File: src/rtl/sump_cmd_decoder.sv
// Assembles SUMP host bytes into short/long commands and issues one-cycle config strobes.
// Optional inter-byte timeout for long commands is built only when CMD_TIMEOUT_EN is defined.
module sump_cmd_decoder #(
  parameter int unsigned TIMEOUT_CYCLES = 1000000,
  parameter int unsigned TO_W           = 20
) (
  input  logic        clk,
  input  logic        rst,
  input  logic        rx_valid,
  input  logic [7:0]  rx_data,
  output logic        cmd_valid,
  output logic [7:0]  cmd_opcode,
  output logic [31:0] cmd_data,
  output logic        flags_wr,
  output logic        arm,
  output logic        id_req,
  output logic        sw_reset,
  output logic        busy,
  output logic        err_timeout
);

  typedef enum logic {IDLE, DATA} state_t;

  state_t      state_q, state_d;
  logic [1:0]  cnt_q, cnt_d;
  logic [31:0] sh_q, sh_d;
  logic [7:0]  op_q, op_d;

  logic        fire;
  logic [7:0]  fire_op;
  logic [31:0] fire_dat;
  logic        to_hit;
  logic        to_fire;

`ifdef CMD_TIMEOUT_EN
  localparam logic [TO_W-1:0] TO_LAST = TO_W'(TIMEOUT_CYCLES - 1);
  localparam logic [TO_W-1:0] TO_SAT  = TO_W'(TIMEOUT_CYCLES);

  logic [TO_W-1:0] to_q;

  // Cleared by every byte; counts only while a long command is open.
  always_ff @(posedge clk or posedge rst) begin
    if (rst) begin
      to_q <= '0;
    end else if (rx_valid) begin
      to_q <= '0;
    end else if (state_q == DATA && to_q != TO_SAT) begin
      to_q <= to_q + 1'b1;
    end
  end

  assign to_hit = (state_q == DATA) && (to_q == TO_LAST);
`else
  logic unused_cfg;
  assign unused_cfg = (TIMEOUT_CYCLES != 0) ^ (TO_W != 0);
  assign to_hit     = 1'b0;
`endif

  always_ff @(posedge clk or posedge rst) begin
    if (rst) begin
      state_q <= IDLE;
      cnt_q   <= 2'd0;
      sh_q    <= 32'd0;
      op_q    <= 8'd0;
    end else begin
      state_q <= state_d;
      cnt_q   <= cnt_d;
      sh_q    <= sh_d;
      op_q    <= op_d;
    end
  end

  always_comb begin
    state_d  = state_q;
    cnt_d    = cnt_q;
    sh_d     = sh_q;
    op_d     = op_q;
    fire     = 1'b0;
    fire_op  = op_q;
    fire_dat = 32'd0;
    to_fire  = 1'b0;
    case (state_q)
      IDLE: begin
        if (rx_valid) begin
          if (!rx_data[7]) begin
            fire    = 1'b1;
            fire_op = rx_data;
          end else begin
            op_d    = rx_data;
            cnt_d   = 2'd0;
            sh_d    = 32'd0;
            state_d = DATA;
          end
        end
      end
      DATA: begin
        // A byte arriving in the timeout cycle takes priority over the abort.
        if (rx_valid) begin
          sh_d  = {rx_data, sh_q[31:8]};
          cnt_d = cnt_q + 2'd1;
          if (cnt_q == 2'd3) begin
            fire     = 1'b1;
            fire_op  = op_q;
            fire_dat = {rx_data, sh_q[31:8]};
            state_d  = IDLE;
          end
        end else if (to_hit) begin
          to_fire = 1'b1;
          state_d = IDLE;
        end
      end
      default: state_d = IDLE;
    endcase
  end

  always_ff @(posedge clk or posedge rst) begin
    if (rst) begin
      cmd_valid   <= 1'b0;
      cmd_opcode  <= 8'd0;
      cmd_data    <= 32'd0;
      flags_wr    <= 1'b0;
      arm         <= 1'b0;
      id_req      <= 1'b0;
      sw_reset    <= 1'b0;
      err_timeout <= 1'b0;
    end else begin
      cmd_valid   <= fire;
      flags_wr    <= fire && (fire_op == 8'h82);
      arm         <= fire && (fire_op == 8'h01);
      id_req      <= fire && (fire_op == 8'h02);
      sw_reset    <= fire && (fire_op == 8'h00);
      err_timeout <= to_fire;
      if (fire) begin
        cmd_opcode <= fire_op;
        cmd_data   <= fire_dat;
      end
    end
  end

  assign busy = (state_q == DATA);

endmodule

File: config.mk
export PLATFORM = sky130hd
export DESIGN_NAME = sump_cmd_decoder
export DESIGN_NICKNAME = d
export VERILOG_FILES = /design/src/rtl/sump_cmd_decoder.sv
export SDC_FILE = /design/constraint.sdc
export NUM_CORES = 1
export LEC_CHECK = 0
export BUFFER_PORTS_ARGS = -buffer_cell sky130_fd_sc_hd__buf_2
export CAP_MARGIN = 20
export CORE_MARGIN = 1.5
export CORE_UTILIZATION = 54
export CTS_CLUSTER_SIZE = 16
export DETAILED_ROUTE_END_ITERATION = 10
export PLACE_DENSITY = 0.86
export SLEW_MARGIN = 10
export SYNTH_ARGS = -nofsm -noshare
export SYNTH_HDL_FRONTEND = slang
export SYNTH_SLANG_ARGS = --single-unit
File: constraint.sdc
create_clock -name clk -period 2.8 [get_ports clk]
set_input_delay 0.28 -clock clk [delete_from_list [all_inputs] [get_ports clk]]
set_output_delay 0.28 -clock clk [all_outputs]
set_load 0.02 [all_outputs]
==> flow_metrics.env, run 1 <==
export IMPL_synth_fp_nets=242
export IMPL_ys_types=32
export IMPL_cts_buffers_inserted=9
export IMPL_regToRegStartpoint="cnt_q[0]$_DFFE_PP0P_"
export IMPL_clkTransAtPathRegs_ps=90
export IMPL_post_route_drc_count=0
export IMPL_die_h_um=78.73
export IMPL_timing_critical_path_arrival_ps=2100
export IMPL_crit_path_start="cnt_q[0]$_DFFE_PP0P_"
export IMPL_hold_violations=0
export IMPL_setup_worst_path_end_class="register"
export IMPL_path_delay_family="simple AND/OR/NAND/NOR gates"
export IMPL_synth_yosys_warnings=0
export IMPL_clock_sinks=80
export IMPL_post_cts_resize_count=0
export IMPL_fmax_ghz=0.5518
export IMPL_sequential_cell_area_um2=2002
export IMPL_worst_setup_path_type="reg -> reg"
export IMPL_post_layout_total_power_uw=4307
export IMPL_ir_drop_v=0.0004931
export IMPL_buffer_ports_inserted=56
export IMPL_maxCapViolations=0
export IMPL_grt_pass1_vias=2028
export IMPL_htreeDepth=3
export IMPL_setup_viol=0
export IMPL_fin_setup_tns_ps=0
export IMPL_multiInputGateArea_um2=970.9
export IMPL_synth_seq_cells=80
export IMPL_synth_seq_area_share_pct=64.65
export IMPL_summed_instance_area_of_the_synthesized_netlist_um2=3097
export IMPL_share_of_final_layout_standard_cells_stronger_than_drive_strength_1_pct=32.18
export IMPL_clock_skew_ps=12.14
export IMPL_antenna_violating_nets_post_route=0
export IMPL_boundaryPins=58
export IMPL_flow_area_growth_from_synthesis_pct=18.10
export IMPL_place_detailed_hpwl_mm=4.329
export IMPL_post_cts_setup_buffer_count=0
export IMPL_track_usage_pct=23.24
export IMPL_synth_edf_count=0
export IMPL_design_die_area_um2=6198
export IMPL_worstPathCellList="ha_1, and3_1, nor2_4, buf_4, a22o_1"
export IMPL_coreArea_um2=5507
export IMPL_tritoncts="done"
export IMPL_timing_final_crit_period_ps=1812
export IMPL_syn_mean_instance_area_um2=13.46
export IMPL_final_stage_net_count=296
export IMPL_drt_vias_per_instance=5.861
export IMPL_critPathBufInv=1
export IMPL_maximum_number_of_pins_on_one_net_before_global_route_repair=47
export IMPL_critical_path_slowest_stage_cell="sky130_fd_sc_hd__dfrtp_1"
export IMPL_slowest_delay_ps=400
export IMPL_antenna_found_initial=0
export IMPL_ctsHoldBuffers=0
export IMPL_grt_pass1_wl_mm=10.68
export IMPL_initial_utilization_pct=56.24
export IMPL_finalWeightedCongestion=0.8259
export IMPL_die_width_um=78.73
export IMPL_relative_slew_slack_pct=37.21
export IMPL_top_reg_cell_synth="sky130_fd_sc_hd__dfrtp_1"
export IMPL_clock_root_buffer="sky130_fd_sc_hd__clkbuf_8"
export IMPL_dr_pass1_iters=4
export IMPL_syn_instance_count=230
export IMPL_final_area_um2=3657
export IMPL_wire_length_reported_by_the_detailed_router_mm=6.521
export IMPL_slew_violations=0
export IMPL_nFillCells=410
export IMPL_timing_final_crit_share_pct=64.72
export IMPL_cts_root_to_sink_buffers=2
export IMPL_num_antenna_cells=0
export IMPL_crit_path_max_fanout=20
export IMPL_globalRouteOverflowTotal=0
export IMPL_worstSkewPairLatency_ps=350
export IMPL_via_count=2116
export IMPL_grt_setup_unrepaired="false"
export IMPL_core_rowCount=27
export IMPL_worst_setup_path_start_kind="register"
export IMPL_route_detailed_wl_per_inst_um=18.06
export IMPL_worst_pin_slew_ps=941.9
export IMPL_detailed_place_area_um2=3405
export IMPL_synth_async_reset_ratio_pct=100.0
export IMPL_first_iter_violations=154
export IMPL_power_per_cell_area_nw_per_um2=1178
export IMPL_outcome="completed"
export IMPL_cellLeakagePower_uw=0.001843
export IMPL_hp_class="in -> async"
export IMPL_critical_path_required_ps=3090
cells in the mapped netlist (5+ instances only):
| master | n | share of area, % |
|---|---|---|
| sky130_fd_sc_hd__clkbuf_1 | 7 | 0.85 |
| sky130_fd_sc_hd__a22o_1 | 58 | 16 |
| sky130_fd_sc_hd__mux2_2 | 8 | 2.9 |
| sky130_fd_sc_hd__dfrtp_1 | 80 | 65 |
| sky130_fd_sc_hd__a31oi_1 | 5 | 1.0 |
| sky130_fd_sc_hd__buf_2 | 6 | 0.97 |
| sky130_fd_sc_hd__nand2_1 | 15 | 1.8 |
| sky130_fd_sc_hd__nand3_1 | 5 | 0.81 |
| sky130_fd_sc_hd__nor3_1 | 10 | 1.6 |
sequential cells by signal, indices dropped and copies added (netlist names):
signal	cells
sh_q	24
cmd_valid	1
flags_wr	1
id_req	1
op_q	8
busy	1
cmd_data	32
cmd_opcode	8
sw_reset	1
cnt_q	2
arm	1
final timing paths:
check                                                  to  depth (start not counted)  slack [ps]
worst max-delay path             cmd_data[28]$_DFFE_PP0P_                          5         990
worst min-delay path             cmd_data[12]$_DFFE_PP0P_                          2          40
worst max register to register   cmd_data[28]$_DFFE_PP0P_                          5         990
max in group asynchronous            sh_q[29]$_DFFE_PP0P_                          3        2060
worst min register to register   cmd_data[22]$_DFFE_PP0P_                          1         500
min in group clk                cmd_opcode[3]$_DFFE_PP0P_                          3         240
final cells by class:
cell class              count  area share (%)
flip-flops and latches     80           54.74
multi-input cells         127           26.55
repair buffers             62           8.895
clock buffers              10           3.763
clock inverters             6           3.147
well taps                  72           2.463
inverters                   4          0.4447
power breakdown:
| part | internal (µW) | switching (µW) | total (µW) | leakage [µW] |
|---|---|---|---|---|
| clock | 621 | 427 | 1050 | 0.000123 |
| combinational | 571 | 755 | 1330 | 0.000684 |
| sequential | 1600 | 338 | 1930 | 0.00104 |
| total | 2790 | 1520 | 4310 | 0.00184 |
cells in the final DEF, fill, tap and decap left out, types with 3 or more instances in the layout:
master	Yosys	layout
sky130_fd_sc_hd__a22o_1	58	58
sky130_fd_sc_hd__nand2_1	15	15
sky130_fd_sc_hd__dfrtp_1	80	80
sky130_fd_sc_hd__clkbuf_8	0	10
sky130_fd_sc_hd__nand3_1	5	5
sky130_fd_sc_hd__mux2_2	8	8
sky130_fd_sc_hd__nor4b_1	3	3
sky130_fd_sc_hd__nor3_1	10	10
sky130_fd_sc_hd__mux2i_1	3	3
sky130_fd_sc_hd__a31oi_1	5	5
sky130_fd_sc_hd__bufinv_16	0	3
sky130_fd_sc_hd__buf_4	3	6
sky130_fd_sc_hd__o21ai_0	3	3
sky130_fd_sc_hd__buf_2	6	56
logic make-up (layout without fill, tap and decap cells):
kind of cell	Yosys count	in the layout	synth area share (%)
multiplexers	12	12	4.364
AND/OR/NAND/NOR	42	42	7.314
AO/OA/AOI/OAI	71	71	19.03
buffers and inverters	23	82	4.121
adder cells (fa/ha/maj)	1	1	0.4040
other	1	1	0.1211
flip-flops	80	80	64.65
metrics by stage:
stage | std cells | hold WS (ps) | setup slack (ps) | util, %
after floorplan | 230 | 396.8 | 468.3 | -
after global placement | 345 | 424.0 | 1114 | 61.83
after detailed placement | 345 | 433.4 | 1009 | 61.83
after CTS | 361 | 45.03 | 981.1 | 66.42
after global routing | 361 | 83.85 | 856.2 | 66.42
final | 361 | 35.31 | 987.8 | 66.42
per-layer routing:
metal	vias to the layer above	routed length, µm	GRT usage (%)	part of all wire [%]
met3	17	340	5.977	5.2
li1	973	-	-	-
met5	-	0	0	0
met4	0	163	10.89	2.5
met2	65	3031	33.36	46
met1	1061	2986	33.28	46
Power figures use the tool's default switching activity.
==> run 2: changes to the inputs <==
--- a/config.mk
+++ b/config.mk
@@ -8,10 +8,10 @@
 export BUFFER_PORTS_ARGS = -buffer_cell sky130_fd_sc_hd__buf_2
 export CAP_MARGIN = 20
 export CORE_MARGIN = 1.5
-export CORE_UTILIZATION = 54
+export CORE_UTILIZATION = 49
 export CTS_CLUSTER_SIZE = 16
 export DETAILED_ROUTE_END_ITERATION = 10
-export PLACE_DENSITY = 0.86
+export PLACE_DENSITY = 0.83
 export SLEW_MARGIN = 10
 export SYNTH_ARGS = -nofsm -noshare
 export SYNTH_HDL_FRONTEND = slang
==> constraint.sdc (replaced) <==
create_clock -name clk -period 1.59 [get_ports clk]
set_input_delay 0.159 -clock clk [delete_from_list [all_inputs] [get_ports clk]]
set_output_delay 0.159 -clock clk [all_outputs]
set_load 0.02 [all_outputs]
==> flow_metrics.env, run 2 (synthesized netlist as in run 1, its figures left out) <==
export IMPL_outcome="completed"
export IMPL_die_h_um=82.50
export IMPL_maximum_number_of_pins_on_one_net_before_global_route_repair=36
export IMPL_worst_pin_slew_ps=543.1
export IMPL_registers_top_by_ff_count="cmd_data"
export IMPL_crit_path_max_fanout=17
export IMPL_core_rowCount=28
export IMPL_hold_path_startpoint="rx_data[6]"
export IMPL_setup_worst_path_end_class="register"
export IMPL_share_of_final_layout_standard_cells_stronger_than_drive_strength_1_pct=33.11
export IMPL_most_common_cell_after_layout_fill_and_taps_aside="sky130_fd_sc_hd__dfrtp_1"
export IMPL_grt_setup_unrepaired="true"
export IMPL_maxCapViolations=0
export IMPL_r2r_worst_path_cells=5
export IMPL_final_stage_net_count=303
export IMPL_antenna_violating_nets_post_route=0
export IMPL_endpoint_worst_hold="sh_q[30]$_DFFE_PP0P_"
export IMPL_wire_length_reported_by_the_detailed_router_mm=6.606
export IMPL_clkTransAtPathRegs_ps=80
export IMPL_reg2reg_slack_ps=30
export IMPL_worst_slack_ps=33.01
export IMPL_via_count=2156
export IMPL_buffer_ports_inserted=56
export IMPL_timing_critical_path_arrival_ps=1840
export IMPL_die_width_um=82.50
export IMPL_timing_final_crit_share_pct=97.92
export IMPL_regToRegStartpoint="cnt_q[0]$_DFFE_PP0P_"
export IMPL_largest_register_ffs=32
export IMPL_most_common_layout_cells="sky130_fd_sc_hd__dfrtp_1 (79), sky130_fd_sc_hd__a22o_1 (58), sky130_fd_sc_hd__buf_2 (56), sky130_fd_sc_hd__nand2_1 (15)"
export IMPL_route_detailed_wl_per_inst_um=17.81
export IMPL_worst_setup_path_type="reg -> reg"
export IMPL_boundaryPins=58
export IMPL_worst_setup_path_start_kind="register"
export IMPL_design_die_area_um2=6805
export IMPL_setup_viol=0
export IMPL_slew_violations=0
export IMPL_cts_buffers_inserted=9
export IMPL_detailedPlace_worstSlack_ps=-40.11
export IMPL_grt_pass1_wl_mm=10.83
export IMPL_track_usage_pct=22.47
export IMPL_dr_pass1_iters=4
export IMPL_cts_root_to_sink_buffers=2
export IMPL_worst_r2r_endpoint="cmd_data[23]$_DFFE_PP0P_"
export IMPL_clock_skew_ps=11.53
export IMPL_finalWeightedCongestion=0.8567
export IMPL_post_route_drc_count=0
export IMPL_place_detailed_hpwl_mm=4.428
export IMPL_initial_utilization_pct=51.39
export IMPL_nFillCells=475
export IMPL_ir_drop_v=0.001074
export IMPL_final_core_util_pct=62.19
export IMPL_hp_class="in -> reg"
export IMPL_tritoncts="done"
export IMPL_num_antenna_cells=0
export IMPL_critical_path_required_ps=1880
export IMPL_power_per_cell_area_nw_per_um2=1992
export IMPL_timing_final_crit_period_ps=1557
export IMPL_post_layout_total_power_uw=7466
export IMPL_grt_pass1_vias=2116
export IMPL_clock_sinks=80
export IMPL_clock_root_buffer="sky130_fd_sc_hd__clkbuf_8"
export IMPL_post_cts_setup_buffer_count=0
export IMPL_htreeDepth=3
export IMPL_drt_vias_per_instance=5.811
export IMPL_relative_slew_slack_pct=63.72
export IMPL_coreArea_um2=6026
export IMPL_globalRouteOverflowTotal=0
export IMPL_antenna_found_initial=0
export IMPL_first_iter_violations=115
export IMPL_top_flop_regs="cmd_data (32), sh_q (24)"
export IMPL_worstSkewPairLatency_ps=350
export IMPL_flow_area_growth_from_synthesis_pct=21.01
export IMPL_cellLeakagePower_uw=0.001879
export IMPL_hold_violations=0
export IMPL_hold_depth=2
export IMPL_fmax_ghz=0.6423
-- run 2: cell count changes in the layout (fill, tap and decap cells not counted), sizes merged --
cell and delta:
bufinv -1, buf +6, clkbuf +3, inv -1, clkinv -1, dlygate4sd3 +1
-- run 2: worst max-delay path by stage --
stage	start	end	cells past startpoint	slack (ps)
after global routing	cnt_q[0]$_DFFE_PP0P_	cmd_data[23]$_DFFE_PP0P_	5	-4
after global placement	cnt_q[0]$_DFFE_PP0P_	cmd_opcode[3]$_DFFE_PP0P_	5	80
after CTS	cnt_q[0]$_DFFE_PP0P_	cmd_data[23]$_DFFE_PP0P_	5	-20
after detailed placement	cnt_q[0]$_DFFE_PP0P_	cmd_opcode[3]$_DFFE_PP0P_	5	-40
final	cnt_q[0]$_DFFE_PP0P_	cmd_data[23]$_DFFE_PP0P_	5	30
after floorplan	busy$_DFF_PP0_	sw_reset$_DFF_PP0_	5	9
-- run 2: per-stage QoR --
stage          hold WS, ps  cell area, µm²  std cells  setup TNS [ps]
2_1_floorplan        275.8            3102        230               0
3_3_place_gp         231.8            3507        354               0
3_5_place_dp         238.4            3507        354          -40.11
4_1_cts              91.52            3735        371          -31.68
5_1_grt              100.5            3747        371          -7.567
6_report             106.6            3747        371               0
-- run 2: layout make-up --
type / count / area (µm²) / share of cell area, %
clock inverters: 3 / 65.06 / 1.736
repair buffers: 69 / 445.4 / 11.89
well taps: 75 / 93.84 / 2.504
clock buffers: 13 / 148.9 / 3.973
flip-flops and latches: 80 / 2003 / 53.46
inverters: 4 / 18.77 / 0.5008
multi-input cells: 127 / 972.2 / 25.94
-- run 2: metal layers --
layer  GRT usage [%]  share of wire, %  vias up
met1           30.65                46     1085
met4           8.667               1.7        0
li1                -                 -      990
met5               0                 0        -
met2           33.90                48       68
met3           6.813               4.7       13
-- run 2: critical path, cell delays in order (launching register included) --
cell and delay [ps]:
sky130_fd_sc_hd__dfrtp_1 400, sky130_fd_sc_hd__ha_1 240, sky130_fd_sc_hd__and3_2 270, sky130_fd_sc_hd__nor2_4 200, sky130_fd_sc_hd__buf_6 210, sky130_fd_sc_hd__a22o_1 160
-- run 2: repair_timing --
item | CTS | global route
gates resized for setup | 1 | 4
endpoints found under the setup margin | 2 | 33
pin swaps | 0 | 1
hold endpoints to repair | 22 | 0
hold buffers | 1 | 0
-- run 2: power breakdown --
| group | switching (µW) | internal [µW] |
|---|---|---|
| Clock | 699 | 928 |
| Sequential | 576 | 2810 |
| Combinational | 1350 | 1100 |
| Total | 2630 | 4840 |
==> run 3: changes to the inputs <==
--- a/config.mk
+++ b/config.mk
@@ -8,10 +8,10 @@
 export BUFFER_PORTS_ARGS = -buffer_cell sky130_fd_sc_hd__buf_2
 export CAP_MARGIN = 20
 export CORE_MARGIN = 1.5
-export CORE_UTILIZATION = 49
+export CORE_UTILIZATION = 45
 export CTS_CLUSTER_SIZE = 16
 export DETAILED_ROUTE_END_ITERATION = 10
-export PLACE_DENSITY = 0.83
+export PLACE_DENSITY = 0.75
 export SLEW_MARGIN = 10
 export SYNTH_ARGS = -nofsm -noshare
 export SYNTH_HDL_FRONTEND = slang
==> constraint.sdc (replaced) <==
create_clock -name clk -period 1.7 [get_ports clk]
set_input_delay 0.17 -clock clk [delete_from_list [all_inputs] [get_ports clk]]
set_output_delay 0.17 -clock clk [all_outputs]
set_load 0.02 [all_outputs]
==> flow_metrics.env, run 3 (synthesized netlist as in run 1, its figures left out) <==
export IMPL_power_switching_uw=2517
export IMPL_crit_path_end="sh_q[18]$_DFFE_PP0P_"
export IMPL_boundaryPins=58
export IMPL_clkTransAtPathRegs_ps=90
export IMPL_tritoncts="done"
export IMPL_worst_slack_ps=120.1
export IMPL_antenna_violating_nets_post_route=0
export IMPL_critical_path_required_ps=2000
export IMPL_flow_area_growth_from_synthesis_pct=20.40
export IMPL_slowest_delay_ps=480
export IMPL_largest_register_ffs=32
export IMPL_grt_pass1_vias=2055
export IMPL_setup_worst_path_end_class="register"
export IMPL_critPathBufInv=2
export IMPL_post_cts_resize_count=0
export IMPL_track_usage_pct=19.96
export IMPL_switching_share_pct=36.01
export IMPL_maxCapViolations=0
export IMPL_maximum_number_of_pins_on_one_net_before_global_route_repair=31
export IMPL_path_delay_family="flip-flops"
export IMPL_hold_violations=0
export IMPL_crit_path_max_fanout=16
export IMPL_design_die_area_um2=7388
export IMPL_worst_path_stages=4
export IMPL_fmax_ghz=0.6329
export IMPL_worst_pin_slew_ps=535.1
export IMPL_die_h_um=85.96
export IMPL_ir_drop_v=0.0008282
export IMPL_worstSkewPairLatency_ps=360
export IMPL_internal_power_uw=4473
export IMPL_reg2reg_slack_ps=120
export IMPL_worstPathCellList="buf_4, and2_1, buf_4, a22o_1"
export IMPL_initial_utilization_pct=46.09
export IMPL_cts_root_to_sink_buffers=2
export IMPL_regToRegStartpoint="busy$_DFF_PP0_"
export IMPL_clock_sinks=80
export IMPL_share_of_final_layout_standard_cells_stronger_than_drive_strength_1_pct=33.45
export IMPL_cellLeakagePower_uw=0.001873
export IMPL_relative_slew_slack_pct=64.25
export IMPL_core_rowCount=30
export IMPL_placedCellCount=359
export IMPL_worst_setup_path_start_kind="register"
export IMPL_setup_viol=0
export IMPL_grt_pass1_wl_mm=11.05
export IMPL_top_flop_regs="cmd_data (32), sh_q (24)"
export IMPL_first_iter_violations=95
export IMPL_share_clk_of_total_power_pct=22.8
export IMPL_detailedPlace_worstSlack_ps=130.2
export IMPL_globalRouteOverflowTotal=0
export IMPL_comb_power_share_pct=32.2
export IMPL_most_common_cell_after_layout_fill_and_taps_aside="sky130_fd_sc_hd__dfrtp_1"
export IMPL_grt_setup_unrepaired="false"
export IMPL_drt_vias_per_instance=5.657
export IMPL_timing_final_crit_share_pct=92.94
export IMPL_critical_path_slowest_stage_cell="sky130_fd_sc_hd__dfrtp_1"
export IMPL_buffer_ports_inserted=56
export IMPL_finalWeightedCongestion=0.8035
export IMPL_power_per_cell_area_nw_per_um2=1875
export IMPL_via_count=2127
export IMPL_cts_buffers_inserted=9
export IMPL_registers_top_by_ff_count="cmd_data"
export IMPL_die_width_um=85.96
export IMPL_antenna_found_initial=0
export IMPL_slew_violations=0
export IMPL_nFillCells=568
export IMPL_crit_path_start="busy$_DFF_PP0_"
export IMPL_holdWs_ps=130.8
export IMPL_coreArea_um2=6719
export IMPL_sequential_cell_area_um2=2002
export IMPL_clock_root_buffer="sky130_fd_sc_hd__clkbuf_8"
export IMPL_final_stage_net_count=303
export IMPL_timing_final_crit_period_ps=1580
export IMPL_htreeDepth=3
export IMPL_worst_r2r_endpoint="sh_q[18]$_DFFE_PP0P_"
export IMPL_outcome="completed"
export IMPL_post_route_drc_count=0
export IMPL_post_cts_setup_buffer_count=0
export IMPL_r2r_worst_path_cells=4
export IMPL_hp_class="in -> reg"
export IMPL_pwr_share_seq_pct=44.9
export IMPL_multiInputGateArea_um2=970.9
export IMPL_critical_path_top_cell_by_count="sky130_fd_sc_hd__buf_4"
export IMPL_timing_critical_path_arrival_ps=1880
export IMPL_dr_pass1_iters=5
export IMPL_most_common_layout_cells="sky130_fd_sc_hd__dfrtp_1 (80), sky130_fd_sc_hd__a22o_1 (58), sky130_fd_sc_hd__buf_2 (56), sky130_fd_sc_hd__nand2_1 (15)"
export IMPL_clock_skew_ps=14.10
export IMPL_final_cells=376
export IMPL_wire_length_reported_by_the_detailed_router_mm=6.578
export IMPL_hold_depth=3
export IMPL_place_detailed_hpwl_mm=4.445
export IMPL_worst_setup_path_type="reg -> reg"
export IMPL_num_antenna_cells=0
export IMPL_route_detailed_wl_per_inst_um=17.49
export IMPL_fin_setup_tns_ps=0
## run 3: cell count changes in the layout (fill, tap and decap cells not counted), moves of 2 or more
| cell | delta |
|---|---|
| sky130_fd_sc_hd__buf_12 | -2 |
| sky130_fd_sc_hd__inv_8 | +2 |
| sky130_fd_sc_hd__buf_4 | +5 |
| sky130_fd_sc_hd__clkbuf_1 | -3 |
| sky130_fd_sc_hd__inv_6 | +2 |
| sky130_fd_sc_hd__buf_6 | -2 |
## run 3: worst min path at each step
stage | endpoint | start
after floorplan | cmd_opcode[3]$_DFFE_PP0P_ | rx_data[3]
after detailed placement | cmd_data[5]$_DFFE_PP0P_ | rst
after global placement | cmd_data[5]$_DFFE_PP0P_ | rst
after global routing | sh_q[27]$_DFFE_PP0P_ | rx_data[3]
after CTS | cmd_opcode[3]$_DFFE_PP0P_ | rx_data[3]
final | cmd_opcode[6]$_DFFE_PP0P_ | rx_data[6]
## run 3: power by group through the flow
stage	clock [µW]	combinational [µW]	sequential, µW
finish	1590	2250	3140
global route	1730	2440	3240
detailed placement	0	2260	3170
global placement	0	2200	3170
CTS	1650	2280	3150
floorplan	0	1120	3540
## run 3: cell type report
cell class | count | share of cell area [%]
sequential | 80 | 53.69
multi-input combinational | 127 | 26.04
timing repair buffer | 69 | 10.87
clock inverter | 7 | 2.886
inverter | 4 | 0.5034
tap | 80 | 2.685
clock buffer | 9 | 3.322
## run 3: metrics by stage
stage | power (µW) | cell area, µm² | util (%)
2_1_floorplan | 4661 | 3100 | -
6_report | 6990 | 3729 | 55.49
3_5_place_dp | 5431 | 3487 | 51.90
5_1_grt | 7415 | 3729 | 55.49
3_3_place_gp | 5365 | 3487 | 51.90
4_1_cts | 7068 | 3729 | 55.49
## run 3: timing repair
| action | 4_1_cts | 5_1_grt |
|---|---|---|
| hold endpoints to repair | 21 | 0 |
| endpoints found under the setup margin | 0 | 0 |
| hold buffers | 1 | 0 |
## run 3: tightest hold or removal path, stage by stage
cell                      delay [ps]
sky130_fd_sc_hd__buf_2           140
sky130_fd_sc_hd__nand2_1          60
sky130_fd_sc_hd__a31oi_1          70
## run 3: layer usage
| layer | wire (µm) | vias up | global-route usage (%) |
|---|---|---|---|
| li1 | - | 984 | - |
| met1 | 3152 | 1063 | 29.37 |
| met2 | 3017 | 74 | 28.63 |
| met3 | 326 | 6 | 4.812 |
| met4 | 81 | 0 | 7.918 |
| met5 | 0 | - | 0 |
